$ cat src/rtl/user_flash_writer.sv
// user_flash_writer: sequences program-word / erase-row commands onto a user flash macro
// Ports:
//   clk, reset_n        rising-edge clock, synchronous active-low reset
//   req, op, addr, data_i  command request (op 0 = program word, 1 = erase row), word address, write data
//   busy, done, err     command in progress, one-cycle completion pulse, one-cycle rejection pulse
//   xe, ye, se, prog, erase, nvstr, xadr, yadr, din  flash macro controls, address and data
module user_flash_writer #(
    parameter int CLK_FREQ   = 27_000_000,
    parameter int T_NVS_US   = 5,
    parameter int T_PGS_US   = 10,
    parameter int T_PROG_US  = 16,
    parameter int T_NVH_US   = 5,
    parameter int T_RCV_US   = 10,
    parameter int T_ERASE_US = 100_000
) (
    input  logic        clk,
    input  logic        reset_n,
    input  logic        req,
    input  logic        op,
    input  logic [14:0] addr,
    input  logic [31:0] data_i,
    output logic        busy,
    output logic        done,
    output logic        err,
    output logic        xe,
    output logic        ye,
    output logic        se,
    output logic        prog,
    output logic        erase,
    output logic        nvstr,
    output logic [8:0]  xadr,
    output logic [5:0]  yadr,
    output logic [31:0] din
);
    localparam int MHZ = CLK_FREQ / 1_000_000;

    function automatic logic [23:0] cyc(input int t_us);
        int n;
        n = MHZ * t_us;
        return (n < 1) ? 24'd1 : n[23:0];
    endfunction

    // counter is loaded with N-1 on entry so each state lasts exactly N cycles
    localparam logic [23:0] L_NVS   = cyc(T_NVS_US) - 24'd1;
    localparam logic [23:0] L_PGS   = cyc(T_PGS_US) - 24'd1;
    localparam logic [23:0] L_PROG  = cyc(T_PROG_US) - 24'd1;
    localparam logic [23:0] L_NVH   = cyc(T_NVH_US) - 24'd1;
    localparam logic [23:0] L_RCV   = cyc(T_RCV_US) - 24'd1;
    localparam logic [23:0] L_ERASE = cyc(T_ERASE_US) - 24'd1;

    typedef enum logic [2:0] {IDLE, SETUP, NVS, PROG, PGH, NVH, RCV, DONE} state_t;

    state_t      state, state_n;
    logic [23:0] cnt, cnt_n;
    logic        op_q;
    logic        row_ok, accept, expired;

    assign row_ok  = addr[14:6] < 9'd304;
    assign accept  = (state == IDLE) && req && row_ok;
    assign expired = (cnt == '0);

    always_ff @(posedge clk) begin
        if (!reset_n) begin
            state <= IDLE;
            cnt   <= '0;
            op_q  <= 1'b0;
            xadr  <= '0;
            yadr  <= '0;
            din   <= '0;
            err   <= 1'b0;
        end else begin
            state <= state_n;
            cnt   <= cnt_n;
            err   <= (state == IDLE) && req && !row_ok;
            if (accept) begin
                op_q <= op;
                xadr <= addr[14:6];
                yadr <= addr[5:0];
                din  <= data_i;
            end
        end
    end

    always_comb begin
        state_n = state;
        cnt_n   = expired ? '0 : cnt - 24'd1;
        case (state)
            IDLE: if (accept) begin
                state_n = SETUP;
                cnt_n   = L_NVS;
            end
            SETUP: if (expired) begin
                state_n = NVS;
                cnt_n   = op_q ? L_ERASE : L_PGS;
            end
            NVS: if (expired) begin
                state_n = op_q ? NVH : PROG;
                cnt_n   = op_q ? L_NVH : L_PROG;
            end
            PROG: if (expired) begin
                state_n = PGH;
                cnt_n   = '0;
            end
            PGH: begin
                state_n = NVH;
                cnt_n   = L_NVH;
            end
            NVH: if (expired) begin
                state_n = RCV;
                cnt_n   = L_RCV;
            end
            RCV: if (expired) begin
                state_n = DONE;
                cnt_n   = '0;
            end
            default: begin
                state_n = IDLE;
                cnt_n   = '0;
            end
        endcase
    end

    assign busy  = (state != IDLE) && (state != DONE);
    assign xe    = busy;
    assign done  = (state == DONE);
    assign se    = 1'b0;
    assign ye    = (state == PROG);
    assign nvstr = (state == NVS) || (state == PROG) || (state == PGH) || (state == NVH);
    assign prog  = !op_q && ((state == SETUP) || (state == NVS) || (state == PROG) || (state == PGH));
    assign erase = op_q && ((state == SETUP) || (state == NVS));
endmodule
$ cat config.mk
export PLATFORM = sky130hd
export DESIGN_NAME = user_flash_writer
export DESIGN_NICKNAME = d
export VERILOG_FILES = /design/src/rtl/user_flash_writer.sv
export SDC_FILE = /design/constraint.sdc
export NUM_CORES = 1
export LEC_CHECK = 0
export CAP_MARGIN = 10
export CORE_MARGIN = 8
export CORE_UTILIZATION = 46
export DETAILED_ROUTE_END_ITERATION = 8
export PLACE_DENSITY = 0.8
export RECOVER_POWER = 100
export SLEW_MARGIN = 20
export SYNTH_ARGS = -nofsm -noshare
export SYNTH_HDL_FRONTEND = slang
export SYNTH_SLANG_ARGS = --single-unit
$ cat constraint.sdc
create_clock -name clk -period 3.2 [get_ports clk]
set_clock_uncertainty 0.1 [all_clocks]
set_input_delay 0.64 -clock clk [delete_from_list [all_inputs] [get_ports clk]]
set_output_delay 0.64 -clock clk [all_outputs]
set_load 0.05 [all_outputs]
==> impl_metrics.py, run 1 <==
metrics = {
    "timing": {
        "layout_setup_ws_ps": 237,
        "layout_min_cycle_time_ps": 2960,
        "max_freq_ghz": 0.338,
        "setup_tns_ps": 0,
        "slew_violations": 0,
        "hold_violations": 0,
        "fin_crit_sh": 0.926,
        "finalSetupViolCount": 0,
        "worst-slew-pin-transition_ps": 1030,
        "rsz0062_at_grt": "false",
        "slew_headroom": 0.312,
    },
    "finish": {
        "antennaDiodeCount": 0,
        "finalInstanceArea_mm2": 0.00453,
        "layout-drive-gt1-share": 0.0598,
        "nFillCells": 559,
        "nNetsFinal": 550,
        "final_util": 0.667,
        "area_growth_pct": 40.6,
    },
    "synthesis": {
        "synth_top_area_cell": "dfxtp_1",
        "ys.flop_type": "dfxtp_1",
        "synth_enable_flop_cells": 0,
        "syn_avg_cell_area_um2": 8.02,
        "netlist-cell-type-count": 50,
        "synth_compound_area_frac": 0.161,
        "synthMuxAreaShare": 0.00310,
        "yosysWarnings": 0,
        "synth_top_family_by_area": "simple AND/OR/NAND/NOR gates",
        "synth_nets": 455,
        "yosys.area_share.adder": 0.00776,
        "ys_seq_area_frac": 0.472,
        "synth-simple-area-share": 0.256,
        "synthCells": 402,
        "yosys-top-cells-area": "dfxtp_1, nand2_1, a21oi_1",
        "ys_seq_elements": 76,
        "netlist.area_leader.share": 0.472,
        "async_reset_ff_frac": 0,
        "yosys.area_share.xor_xnor": 0.0570,
        "netlist_area_mm2": 0.00322,
    },
    "global_route": {
        "grt_usage": 0.183,
        "busiest_layer": "met2",
        "grt_pass1_vias": 3098,
        "use_met3": 0.0929,
        "grt_pass1_wl_mm": 14.8,
        "grt-ovfl-total": 0,
        "grt_util_met1": 0.204,
        "grt_use_met2": 0.289,
        "antenna_found_initial": 0,
        "grt_max_degree": 51,
    },
    "die": {
        "die_y_um": 99.7,
        "io_pins": 107,
        "start_util": 0.475,
        "rows": 30,
        "die_x_um": 99.7,
        "core-area_mm2": 0.00679,
        "die_area_mm2": 0.00994,
    },
    "clock_tree": {
        "h-tree-depth": 3,
        "post_cts_resize_count": 0,
        "post-cts-setup-buffer-count": 0,
        "cts_buffer_depth": 2,
        "ctsHoldBuffers": 0,
        "cts-root-buf": "clkbuf_8",
        "cts.sinks": 76,
        "cts_tree": "built",
        "clk_latency_ps": 350,
        "clk_pin_slew_ps": 90,
        "numCtsBuffers": 9,
    },
    "place": {
        "place_area_mm2": 0.00435,
        "dp_slack_ps": 382,
        "globalplace.congestion": 0.890,
        "port_buffers": 105,
        "hpwl_mm": 6.37,
    },
    "outcome": {
        "status": "complete, no violations",
    },
    "routing": {
        "wire_per_inst_um": 15.1,
        "drtPass1Iterations": 4,
        "vias": 3116,
        "viasPerCell": 5.21,
        "ant_nets": 0,
        "drt_iter0_markers": 135,
        "routed_wl_mm": 9.01,
        "route.detailed.drc": 0,
    },
    "setup_path": {
        "cp-end-kind": "output pin",
        "cpPeakStageDelay_ps": 900,
        "cp.arrival_ps": 2220,
        "cp.depth": 3,
        "r2r_cells": 7,
        "critPathLaunchType": "flop",
        "cpLargestDelayFamily": "buffers and inverters",
        "critPathMaxFanout": 16,
        "critical_path.slowest_cell": "dlygate4sd3_1",
        "cp_data_required_time_ps": 2460,
        "path_buf_inv": 1,
        "crit_type": "reg -> out",
        "path_cells": "nand2_1 -> a21oi_1 -> dlygate4sd3_1",
    },
    "power_and_ir_drop": {
        "power-per-cell-area_mw_per_mm2": 949,
        "power.static_leakage_nw": 1.79,
        "worst_ir_drop_vdd_mv": 0.413,
    },
    "flow_run": {
        "max_cap_violations": 0,
    },
    "min_path": {
        "min_path_type": "reg -> reg",
        "min_path_cells": 2,
    },
}
[worst register-to-register path: stages, from the launching register on]
cell	delay (ps)
dfxtp_1	340
inv_1	80
ha_1	130
or4b_1	490
nor4_2	780
a2111oi_1	210
nor4_1	570
a211oi_1	110
[worst paths after layout]
path / startpoint / endpoint / slack, ps
worst max-delay path: state[0] / erase / 240
worst min-delay path: din[10] / din[10] / 350
worst max register to register: cnt[0] / cnt[0] / 260
worst min register to register: din[10] / din[10] / 350
[report_power, final]
group,total [mW],switching (mW),internal (mW)
combinational,2.13,1.39,0.743
sequential,1.36,0.190,1.17
clock,0.807,0.367,0.439
total,4.30,1.95,2.35
[layout make-up]
type                            count  area (um^2)  share of cell area
Clock buffer                       10          128              0.0282
Clock inverter                      6         88.8              0.0196
Inverter                            6         22.5             0.00497
Multi-Input combinational cell    293         1560               0.345
Sequential cell                    76         1520               0.336
Tap cell                           96          120              0.0265
Timing Repair Buffer              111         1090               0.240
[sequential cells by signal (all words and copies together) (netlist names)]
signal and cells:
cnt 24, yadr 6, err 1, state 3, op_q 1, xadr 9
din 32
[placed cells by master (no fill, tap or decap), types with 4 or more instances in the layout]
cell / n
nand2_1: 107
a21oi_1: 57
nor4_1: 5
nand3_1: 7
xor2_1: 12
nor2_1: 25
dlygate4sd3_1: 55
inv_1: 4
or4_1: 5
xnor2_1: 9
clkbuf_8: 9
a211oi_1: 5
dfxtp_1: 76
nor3_1: 8
clkdlybuf4s50_1: 50
o21ai_0: 9
[metal layers]
metal  wire, um  share of wire
met5          0              0
met4        152          0.017
met3       1010           0.11
met2       4130           0.46
met1       3710           0.41
[kinds of logic (layout without fill, tap and decap cells)]
logic type,count (synthesis),in the layout
multiplexers,1,1
flip-flops,76,76
XOR/XNOR,21,21
buffers and inverters,33,133
adder cells (fa/ha/maj),2,2
AO/OA/AOI/OAI,90,90
other,1,1
AND/OR/NAND/NOR,178,178
[metrics by stage]
step	std cells	hold WS [ps]	total power [mW]
finish	598	351	4.30
global route	598	375	4.58
CTS	598	358	4.42
detailed placement	582	347	3.61
global placement	582	342	3.56
floorplan	402	354	3.03
[cells in the mapped netlist (2+ instances only)]
| cell | count |
|---|---|
| ha_1 | 2 |
| nand3_1 | 7 |
| buf_2 | 3 |
| nor2_1 | 25 |
| xor2_1 | 12 |
| or3_1 | 2 |
| nand2_1 | 107 |
| a31oi_1 | 2 |
| dfxtp_1 | 76 |
| buf_4 | 2 |
| o21ai_0 | 8 |
| nand4b_1 | 2 |
| xnor2_1 | 9 |
| inv_1 | 4 |
| nor3_1 | 8 |
| or4_1 | 5 |
| and3_1 | 2 |
| a21oi_1 | 58 |
| o31ai_1 | 3 |
| a211oi_1 | 5 |
| nor4_1 | 4 |
| o211ai_1 | 2 |
| nor2b_1 | 2 |
| nand3b_1 | 3 |
| clkbuf_1 | 22 |
| a41oi_1 | 3 |
Power figures use the tool's default switching activity.
==> run 2, diff against run 1 <==
SLEW_MARGIN = default   (was 20)
==> results of run 2 <==
Same layout as run 1: the final DEF is identical, and so are final timing and power.
==> run 3, diff against run 2 <==
CORE_UTILIZATION = 40   (was 46)
PLACE_DENSITY = 0.71   (was 0.8)
==> run 3 against run 2 <==
  * Setup slack gained 28 ps
  * First-iteration DRC count shrank 30%
  * Largest power group unchanged
  * Clock power grew 1%
  * Non-clock buffer count is the same
  * Combinational power is essentially flat
  * Final cell count grew 1.0%
  * Largest cell class unchanged
  * Critical endpoint is now done
  * Via count grew 0.26%
==> impl_metrics.py, run 3 (synthesis results as in run 1) <==
metrics = {
    "power_and_ir_drop": {
        "pwr-share-clk": 0.189,
        "comb_power_share": 0.498,
        "swShare": 0.449,
        "seqPwrFrac": 0.313,
        "power-per-cell-area_mw_per_mm2": 949,
        "total_power_mw": 4.33,
        "power.static_leakage_nw": 1.81,
        "p_int_mw": 2.38,
        "p_switching_mw": 1.94,
        "worst_ir_drop_vdd_mv": 0.434,
    },
    "timing": {
        "rsz0062_at_grt": "false",
        "layout_min_cycle_time_ps": 2930,
        "slew_violations": 0,
        "finalSetupViolCount": 0,
        "fin_crit_sh": 0.917,
        "worst-slew-pin-transition_ps": 830,
        "hold_violations": 0,
        "layout_setup_ws_ps": 265,
        "max_freq_ghz": 0.341,
        "slew_headroom": 0.442,
        "setup_tns_ps": 0,
    },
    "min_path": {
        "min_path_cells": 2,
        "min-delay-start": "xadr[7]",
        "min_path_type": "reg -> reg",
        "hold_end": "xadr[7]",
    },
    "routing": {
        "drt_iter0_markers": 95,
        "viasPerCell": 5.17,
        "wire_per_inst_um": 15.0,
        "routed_wl_mm": 9.05,
        "route.detailed.drc": 0,
        "vias": 3124,
        "drtPass1Iterations": 4,
        "ant_nets": 0,
    },
    "setup_path": {
        "critPathLaunchType": "flop",
        "cp.arrival_ps": 2190,
        "r2r_setup_slack_ps": 330,
        "regToRegStartpoint": "cnt[0]",
        "cp-end-kind": "output pin",
        "reg2reg_to": "cnt[3]",
        "critPathMaxFanout": 16,
        "cpPeakStageDelay_ps": 900,
        "path_buf_inv": 1,
        "cp.depth": 3,
        "cpLargestDelayFamily": "buffers and inverters",
        "cp_data_required_time_ps": 2460,
        "crit_type": "reg -> out",
        "r2r_cells": 7,
        "path_cells": "nand2_1 -> nor2_1 -> dlygate4sd3_1",
        "critical_path.slowest_cell": "dlygate4sd3_1",
    },
    "clock_tree": {
        "post_cts_resize_count": 0,
        "numCtsBuffers": 9,
        "cts_tree": "built",
        "cts_buffer_depth": 2,
        "cts.sinks": 76,
        "post-cts-setup-buffer-count": 0,
        "clk_pin_slew_ps": 80,
        "clk_latency_ps": 340,
        "ctsHoldBuffers": 0,
        "cts-root-buf": "clkbuf_8",
        "h-tree-depth": 3,
    },
    "place": {
        "port_buffers": 105,
        "place_area_mm2": 0.00436,
        "dp_cells": 588,
        "globalplace.congestion": 0.816,
        "dp_slack_ps": 349,
        "hpwl_mm": 6.45,
    },
    "global_route": {
        "grt_usage": 0.164,
        "grt-ovfl-total": 0,
        "grt_pass1_vias": 3111,
        "grt_max_degree": 51,
        "grt_use_met2": 0.263,
        "busiest_layer": "met2",
        "use_met3": 0.0822,
        "antenna_found_initial": 0,
        "grt_pass1_wl_mm": 15.2,
        "grt_util_met1": 0.186,
    },
    "finish": {
        "area_growth_pct": 41.4,
        "layout_common_cells": "nand2_1, dfxtp_1, a21oi_1, dlygate4sd3_1, clkdlybuf4s50_1",
        "finalInstanceArea_mm2": 0.00456,
        "final_common_cell": "nand2_1",
        "final_cell_count_no_fill": 604,
        "antennaDiodeCount": 0,
        "layout-drive-gt1-share": 0.0637,
        "top_regs": "din: 32 flops, cnt: 24 flops, xadr: 9 flops",
        "nNetsFinal": 550,
        "top_register": "din",
        "largest_reg_flops": 32,
    },
    "die": {
        "core-area_mm2": 0.00777,
        "io_pins": 107,
        "die_area_mm2": 0.0112,
        "die_y_um": 106,
        "start_util": 0.415,
        "die_x_um": 106,
        "rows": 32,
    },
    "flow_run": {
        "max_cap_violations": 0,
    },
    "outcome": {
        "status": "complete, no violations",
    },
}
run 3: final cells by class:
cell class | count | area, um^2
fillers | 701 | 3210
inverters | 6 | 22.5
multi-input cells | 293 | 1560
clock inverters | 6 | 87.6
repair buffers | 111 | 1110
well taps | 102 | 128
clock buffers | 10 | 138
flip-flops and latches | 76 | 1520
run 3: worst max-delay path by stage:
stage	from	end	slack, ps
after floorplan	state[1]	xe	240
final	state[0]	done	270
after detailed placement	req	cnt[3]	350
after CTS	state[0]	erase	310
after global placement	req	cnt[3]	420
after global routing	state[0]	erase	120
run 3: stage by stage:
stage / utilization / hold slack [ps]
2_1_floorplan: - / 354
4_1_cts: 0.590 / 357
3_5_place_dp: 0.561 / 345
3_3_place_gp: 0.561 / 341
5_1_grt: 0.587 / 368
6_report: 0.587 / 352
run 3: power by group through the flow:
stage               Clock, mW  Combinational (mW)  Sequential (mW)
floorplan                   0                1.41             1.62
global placement            0                2.20             1.37
detailed placement          0                2.24             1.38
CTS                     0.842                2.25             1.36
global route            0.877                2.35             1.39
finish                  0.819                2.15             1.36
run 3: worst reg2reg max path: stages (launching register included):
cell	delay (ps)
dfxtp_1	340
inv_1	90
ha_1	130
or4b_1	480
nor4_2	750
a2111oi_0	270
nor4_2	470
nor3_1	110
run 3: routing by layer:
metal	part of all wire	wire, um
met1	0.41	3720
met2	0.47	4250
met3	0.11	990
met4	0.0097	88
met5	0	0
